File: src/rtl/pwm_pkg.sv
// Shared types and constants for the multi-channel PWM block.
// Mode encoding and the write-address slot used for the period shadow.
package pwm_pkg;

    typedef enum logic {
        PWM_EDGE   = 1'b0,
        PWM_CENTER = 1'b1
    } pwm_mode_e;

    localparam int DEF_CHANNELS = 4;
    localparam int ADDR_PERIOD  = DEF_CHANNELS;

    // The period slot always sits right after the last compare slot.
    function automatic int period_addr(input int channels);
        return channels;
    endfunction

endpackage

File: src/rtl/pwm_timebase.sv
// Shared PWM timebase: counter, direction, active mode and period pair.
// Raises a boundary strobe on the wrapping tick and a registered period_end.
module pwm_timebase
    import pwm_pkg::*;
#(
    parameter int WIDTH = 8
) (
    input  logic             sys_clk,
    input  logic             rst_n,
    input  logic             tick,
    input  logic             center,
    input  logic             period_wr,
    input  logic [WIDTH-1:0] period_data,
    output logic [WIDTH-1:0] counter,
    output logic             boundary,
    output logic             period_end
);

    logic             dir_down;
    pwm_mode_e        mode_act;
    pwm_mode_e        mode_nxt;
    logic [WIDTH-1:0] period_shd;
    logic [WIDTH-1:0] period_act;
    logic [WIDTH-1:0] cnt_nxt;
    logic             dir_nxt;
    logic             p_zero;
    logic             is_edge;
    logic             at_top;
    logic             at_bot;

    assign p_zero  = (period_act == '0);
    assign is_edge = (mode_act == PWM_EDGE);
    assign at_top  = (counter >= period_act);
    assign at_bot  = (counter == '0);

    always_comb begin
        boundary = 1'b0;
        cnt_nxt  = counter;
        dir_nxt  = dir_down;
        mode_nxt = center ? PWM_CENTER : PWM_EDGE;
        if (tick) begin
            unique case (1'b1)
                p_zero: begin
                    boundary = 1'b1;
                    cnt_nxt  = '0;
                    dir_nxt  = 1'b0;
                end
                !p_zero && is_edge && at_top: begin
                    boundary = 1'b1;
                    cnt_nxt  = '0;
                end
                !p_zero && is_edge && !at_top: begin
                    cnt_nxt = counter + 1'b1;
                end
                !p_zero && !is_edge && dir_down && at_bot: begin
                    boundary = 1'b1;
                    dir_nxt  = 1'b0;
                    cnt_nxt  = WIDTH'(1);
                end
                !p_zero && !is_edge && dir_down && !at_bot: begin
                    cnt_nxt = counter - 1'b1;
                end
                !p_zero && !is_edge && !dir_down && at_top: begin
                    dir_nxt = 1'b1;
                    cnt_nxt = period_act - 1'b1;
                end
                default: begin
                    cnt_nxt = counter + 1'b1;
                end
            endcase
        end
        // A mode switch restarts the waveform from a clean up-count.
        if (boundary && (mode_nxt != mode_act)) begin
            cnt_nxt = '0;
            dir_nxt = 1'b0;
        end
    end

    always_ff @(posedge sys_clk) begin
        if (!rst_n) begin
            counter    <= '0;
            dir_down   <= 1'b0;
            mode_act   <= PWM_EDGE;
            period_shd <= '1;
            period_act <= '1;
            period_end <= 1'b0;
        end else begin
            counter    <= cnt_nxt;
            dir_down   <= dir_nxt;
            period_end <= boundary;
            if (period_wr) begin
                period_shd <= period_data;
            end
            if (boundary) begin
                period_act <= period_shd;
                mode_act   <= mode_nxt;
            end
        end
    end

endmodule

File: src/rtl/pwm_multi.sv
// Multi-channel PWM: write-edge detect, double-buffered compares and
// per-channel comparators around one shared timebase.
module pwm_multi
    import pwm_pkg::*;
#(
    parameter  int CHANNELS = 4,
    parameter  int WIDTH    = 8,
    localparam int ADDR_W   = $clog2(CHANNELS + 1)
) (
    input  logic                sys_clk,
    input  logic                rst_n,
    input  logic                clk_in,
    input  logic                use_sys,
    input  logic                wr,
    input  logic [ADDR_W-1:0]   wr_addr,
    input  logic [WIDTH-1:0]    wr_data,
    input  logic                center,
    input  logic [CHANNELS-1:0] ena,
    output logic [CHANNELS-1:0] pwm_out,
    output logic                period_end
);

    localparam int PERIOD_SLOT = period_addr(CHANNELS);

    logic                wr_q;
    logic                wr_edge;
    logic                tick;
    logic                period_wr;
    logic                boundary;
    logic [WIDTH-1:0]    counter;
    logic [CHANNELS-1:0] pwm_nxt;

    assign wr_edge   = wr & ~wr_q;
    assign tick      = use_sys | clk_in;
    assign period_wr = wr_edge &&
                       (wr_addr == ADDR_W'(PERIOD_SLOT));

    always_ff @(posedge sys_clk) begin
        if (!rst_n) begin
            wr_q <= 1'b0;
        end else begin
            wr_q <= wr;
        end
    end

    pwm_timebase #(
        .WIDTH(WIDTH)
    ) u_timebase (
        .sys_clk    (sys_clk),
        .rst_n      (rst_n),
        .tick       (tick),
        .center     (center),
        .period_wr  (period_wr),
        .period_data(wr_data),
        .counter    (counter),
        .boundary   (boundary),
        .period_end (period_end)
    );

    for (genvar n = 0; n < CHANNELS; n++) begin : g_ch
        logic [WIDTH-1:0] shd;
        logic [WIDTH-1:0] act;
        logic             sel;

        assign sel = wr_edge && (wr_addr == ADDR_W'(n));

        always_ff @(posedge sys_clk) begin
            if (!rst_n) begin
                shd <= '0;
                act <= '0;
            end else begin
                if (sel) begin
                    shd <= wr_data;
                end
                if (boundary) begin
                    act <= shd;
                end
            end
        end

        // Compare above period naturally yields a constant-high output.
        assign pwm_nxt[n] = ena[n] && (counter < act);
    end

    always_ff @(posedge sys_clk) begin
        if (!rst_n) begin
            pwm_out <= '0;
        end else begin
            pwm_out <= pwm_nxt;
        end
    end

endmodule

File: config.mk
export PLATFORM = sky130hd
export DESIGN_NAME = pwm_multi
export DESIGN_NICKNAME = d
export VERILOG_FILES = /design/src/rtl/pwm_pkg.sv /design/src/rtl/pwm_timebase.sv /design/src/rtl/pwm_multi.sv
export SDC_FILE = /design/constraint.sdc
export NUM_CORES = 1
export LEC_CHECK = 0
export ABC_AREA = 1
export CAP_MARGIN = 5
export CORE_ASPECT_RATIO = 0.7
export CORE_MARGIN = 3
export CORE_UTILIZATION = 58
export CTS_CLUSTER_SIZE = 16
export DETAILED_ROUTE_END_ITERATION = 10
export PLACE_DENSITY = 0.85
export SYNTH_ARGS = -nofsm -noshare
export SYNTH_HDL_FRONTEND = slang
export SYNTH_SLANG_ARGS = --single-unit
File: constraint.sdc
create_clock -name sys_clk -period 3.1 [get_ports sys_clk]
set_clock_uncertainty 0.2 [all_clocks]
set_input_delay 0.465 -clock sys_clk [delete_from_list [all_inputs] [get_ports sys_clk]]
set_output_delay 0.465 -clock sys_clk [all_outputs]
set_load 0.05 [all_outputs]
==> impl_metrics.tcl, run 1 <==
set metrics [dict create \
    worstPathRequired_ns 3.13 \
    yosys_most_used_dff "dfxtp_1" \
    fmax_mhz 370.9 \
    gp_routability_congestion 1.003 \
    power_frac_comb_pct 12.4 \
    synthMuxAreaShare_pct 0 \
    cts.hold.buffers_added 0 \
    synth_area_um2 4776 \
    endpoint "u_timebase.counter[1]" \
    diodes 0 \
    ys_warn_count 0 \
    row_count 27 \
    synth_area_leaders "dfxtp_1 (40%), ha_1 (10%), o21ai_0 (8.3%), nor2_1 (7.6%), inv_1 (5.8%)" \
    cts_tree "built" \
    synth_top_area_share_pct 40.24 \
    critPathKind "reg2reg" \
    hold_depth 2 \
    setup_viol_count_final 0 \
    hpwl_um 8671 \
    tns_ns 0 \
    cp-end-kind "flip-flop" \
    pwr-share-seq_pct 44.7 \
    timing_worst_slew_pin_value_ns 0.6323 \
    synth-simple-area-share_pct 21.69 \
    post-synth-top-count-cell "nor2_1" \
    syn_to_final_growth_pct 14.99 \
    ir_drop_mv 0.4816 \
    htreeDepth 3 \
    ys_seq_area_share_pct 40.24 \
    grt_setup_unrepaired "false" \
    reg2reg_slack_ns 0.40 \
    swShare_pct 25.38 \
    cap_violations 0 \
    synth_top_cell_by_area "dfxtp_1" \
    r2r_cells 13 \
    clock-sinks 96 \
    die_w_um 114.5 \
    cts_setup_buffers 0 \
    finalNetCount 714 \
    die_y_um 81.92 \
    grt_max_degree 61 \
    timing.rr.end "u_timebase.counter[1]" \
    p_switching_uw 726.2 \
    status "finished, final reports clean" \
    dieArea_um2 9376 \
    first_pass_iters 5 \
    ios 26 \
    start_kind "flip-flop" \
    worstPathMaxFanout 11 \
    routed_via_density 5.579 \
    synth_compound_area_share_pct 18.47 \
    finalHoldViolations 0 \
    finalCritPeriodShare_pct 86.98 \
    grt_util_all_layers_pct 26.67 \
    first_global_vias 3958 \
    ys_seq_elements 96 \
    slew_violations 0 \
    cp-startpoint "u_timebase.period_act[7]" \
    final.min_clock_period_ns 2.697 \
    p_int_uw 2136 \
    cts_resized 0 \
    p_leak_uw 0.002454 \
    wl_per_cell_um 15.78 \
    port_buffers 25 \
    grt_pass1_wl_um 19240 \
    synth_fp_nets 684 \
    antenna_found_initial 0 \
    relSlewSlack_pct 57.85 \
    ys_async_sr_fraction_pct 0 \
    clkPwrFrac_pct 42.9 \
    start_util_pct 60.16 \
    drive_gt1_share_pct 10.62 \
    root_buffer "clkbuf_16" \
    synth_edf_count 0 \
    synth_top_family_by_area "simple AND/OR/NAND/NOR gates" \
    drt_iter0_markers 330 \
    synth_xor_xnor_area_share_pct 0.9170 \
    fill_cells 626 \
    p_total_uw 2862 \
    syn_area_per_cell_um2 7.654 \
    power_density_nw_per_um2 521.1 \
    synth_adder_area_share_pct 10.22 \
    cts_made_buffers 9 \
    hp-class "reg2reg" \
    cts.clk_slew.worst_paths_ns 0.07 \
    drc 0 \
    syn_inst 624 \
    clkLatencyLatePin_ns 0.35 \
    clock_path_buffers 2 \
    ant_nets 0 \
    synth_commonest_cells "nor2_1 (97), dfxtp_1 (96), o21ai_0 (79)" \
    coreArea_um2 7939 \
    arrival_ns 2.73 \
    ys_types 39 \
    timing.rr.start "u_timebase.period_act[7]" \
    overflow 0 \
    wirelength_um 11990 \
    route.vias.total 4240 \
    hold_slack_ns 0.2611 \
]
-- critical path: stages (launching register included) --
cell      delay [ns]
dfxtp_1         0.37
inv_1           0.07
ha_1            0.29
nand2_1         0.07
nor2_1          0.16
nand4_1         0.15
nand3_4         0.17
nand2_2         0.23
nand2_2         0.16
nand2_4         0.07
ha_1            0.27
inv_1           0.04
a221oi_1        0.27
nor2_1          0.06
-- state kept, by name (all words and copies together) (netlist names) --
signal / flops
u_timebase.period_shd: 8
wr_q: 1
u_timebase.mode_act: 1
u_timebase.period_act: 8
u_timebase.period_end: 1
u_timebase.dir_down: 1
g_ch.act: 32
pwm_out: 4
u_timebase.counter: 8
g_ch.shd: 32
-- routing by layer --
| layer | share of wire (%) | wire (um) | up-vias | global-route usage [%] |
|---|---|---|---|---|
| met2 | 43 | 5212 | 162 | 41.06 |
| li1 | - | - | 2119 | - |
| met4 | 2.1 | 248 | 0 | 9.727 |
| met1 | 47 | 5590 | 1933 | 35.50 |
| met3 | 7.9 | 942 | 26 | 8.100 |
| met5 | 0 | 0 | - | 0 |
-- cells by family (layout without fill, tap and decap cells) --
logic type                 count (synthesis)  after routing
buffers and inverters                    101            136
and+or+nand+nor                          219            219
DFF                                       96             96
adders and majority gates                 39             39
AOI/OAI and AO/OA                        164            164
xor gates and xnor gates                   5              5
-- cell type report --
cell class | instances | area (um^2) | share of cell area, %
multi-input cells | 427 | 2450 | 44.61
flip-flops and latches | 96 | 1922 | 35.00
repair buffers | 38 | 355.3 | 6.471
inverters | 82 | 309.0 | 5.628
clock buffers | 11 | 242.7 | 4.420
well taps | 101 | 126.4 | 2.301
clock inverters | 5 | 86.33 | 1.572
-- power groups by stage --
stage	Clock (uW)	Combinational (uW)	Sequential (uW)
final	1230	354	1280
after global routing	1290	392	1280
after CTS	1240	350	1280
after detailed placement	0	345	1310
after global placement	0	332	1310
after floorplan	0	205	1330
-- metrics by stage --
step / worst slack, ns / util (%) / std cells / area, um^2
final: 0.4035 / 69.17 / 760 / 5492
after global routing: 0.1279 / 69.17 / 760 / 5492
after CTS: 0.4123 / 69.17 / 760 / 5492
after detailed placement: 0.4424 / 65.03 / 744 / 5162
after global placement: 0.5199 / 65.03 / 744 / 5162
after floorplan: 0.7029 / - / 624 / 4776
-- how the worst min path moves through the flow --
stage,start,endpoint,slack [ns]
final,g_ch[1].act[5],g_ch[1].act[5],0.26
after global routing,g_ch[3].act[4],g_ch[3].act[4],0.28
after CTS,g_ch[3].act[3],g_ch[3].act[3],0.26
after detailed placement,g_ch[3].act[3],g_ch[3].act[3],0.25
after global placement,g_ch[0].act[3],g_ch[0].act[3],0.24
after floorplan,g_ch[0].act[1],g_ch[0].act[1],0.23
-- layout by cell type (no fill, tap or decap), drive strengths merged, types with 2 or more instances in the layout --
cell           instances
ha                    39
inv                   82
nor2                 103
o21ai                 92
nand4                  3
clkinv                 3
clkdlybuf4s50         24
a31oi                  5
o21bai                 2
o211ai                 3
nand3                 34
xor2                   5
bufinv                 2
nand2                 72
clkbuf                11
buf                   14
a21oi                 53
nor3                   6
a21o                   2
dfxtp                 96
a21boi                 3
No activity file was read; power rests on OpenSTA's default activity.
==> run 2, diff against run 1 <==
--- a/config.mk
+++ b/config.mk
@@ -10,6 +10,7 @@
 export CORE_ASPECT_RATIO = 0.7
 export CORE_MARGIN = 3
 export CORE_UTILIZATION = 58
+export CTS_CLUSTER_DIAMETER = 100
 export CTS_CLUSTER_SIZE = 16
 export DETAILED_ROUTE_END_ITERATION = 10
 export PLACE_DENSITY = 0.85
==> results of run 2 <==
Final layout, timing and power as in run 1 (identical DEF).
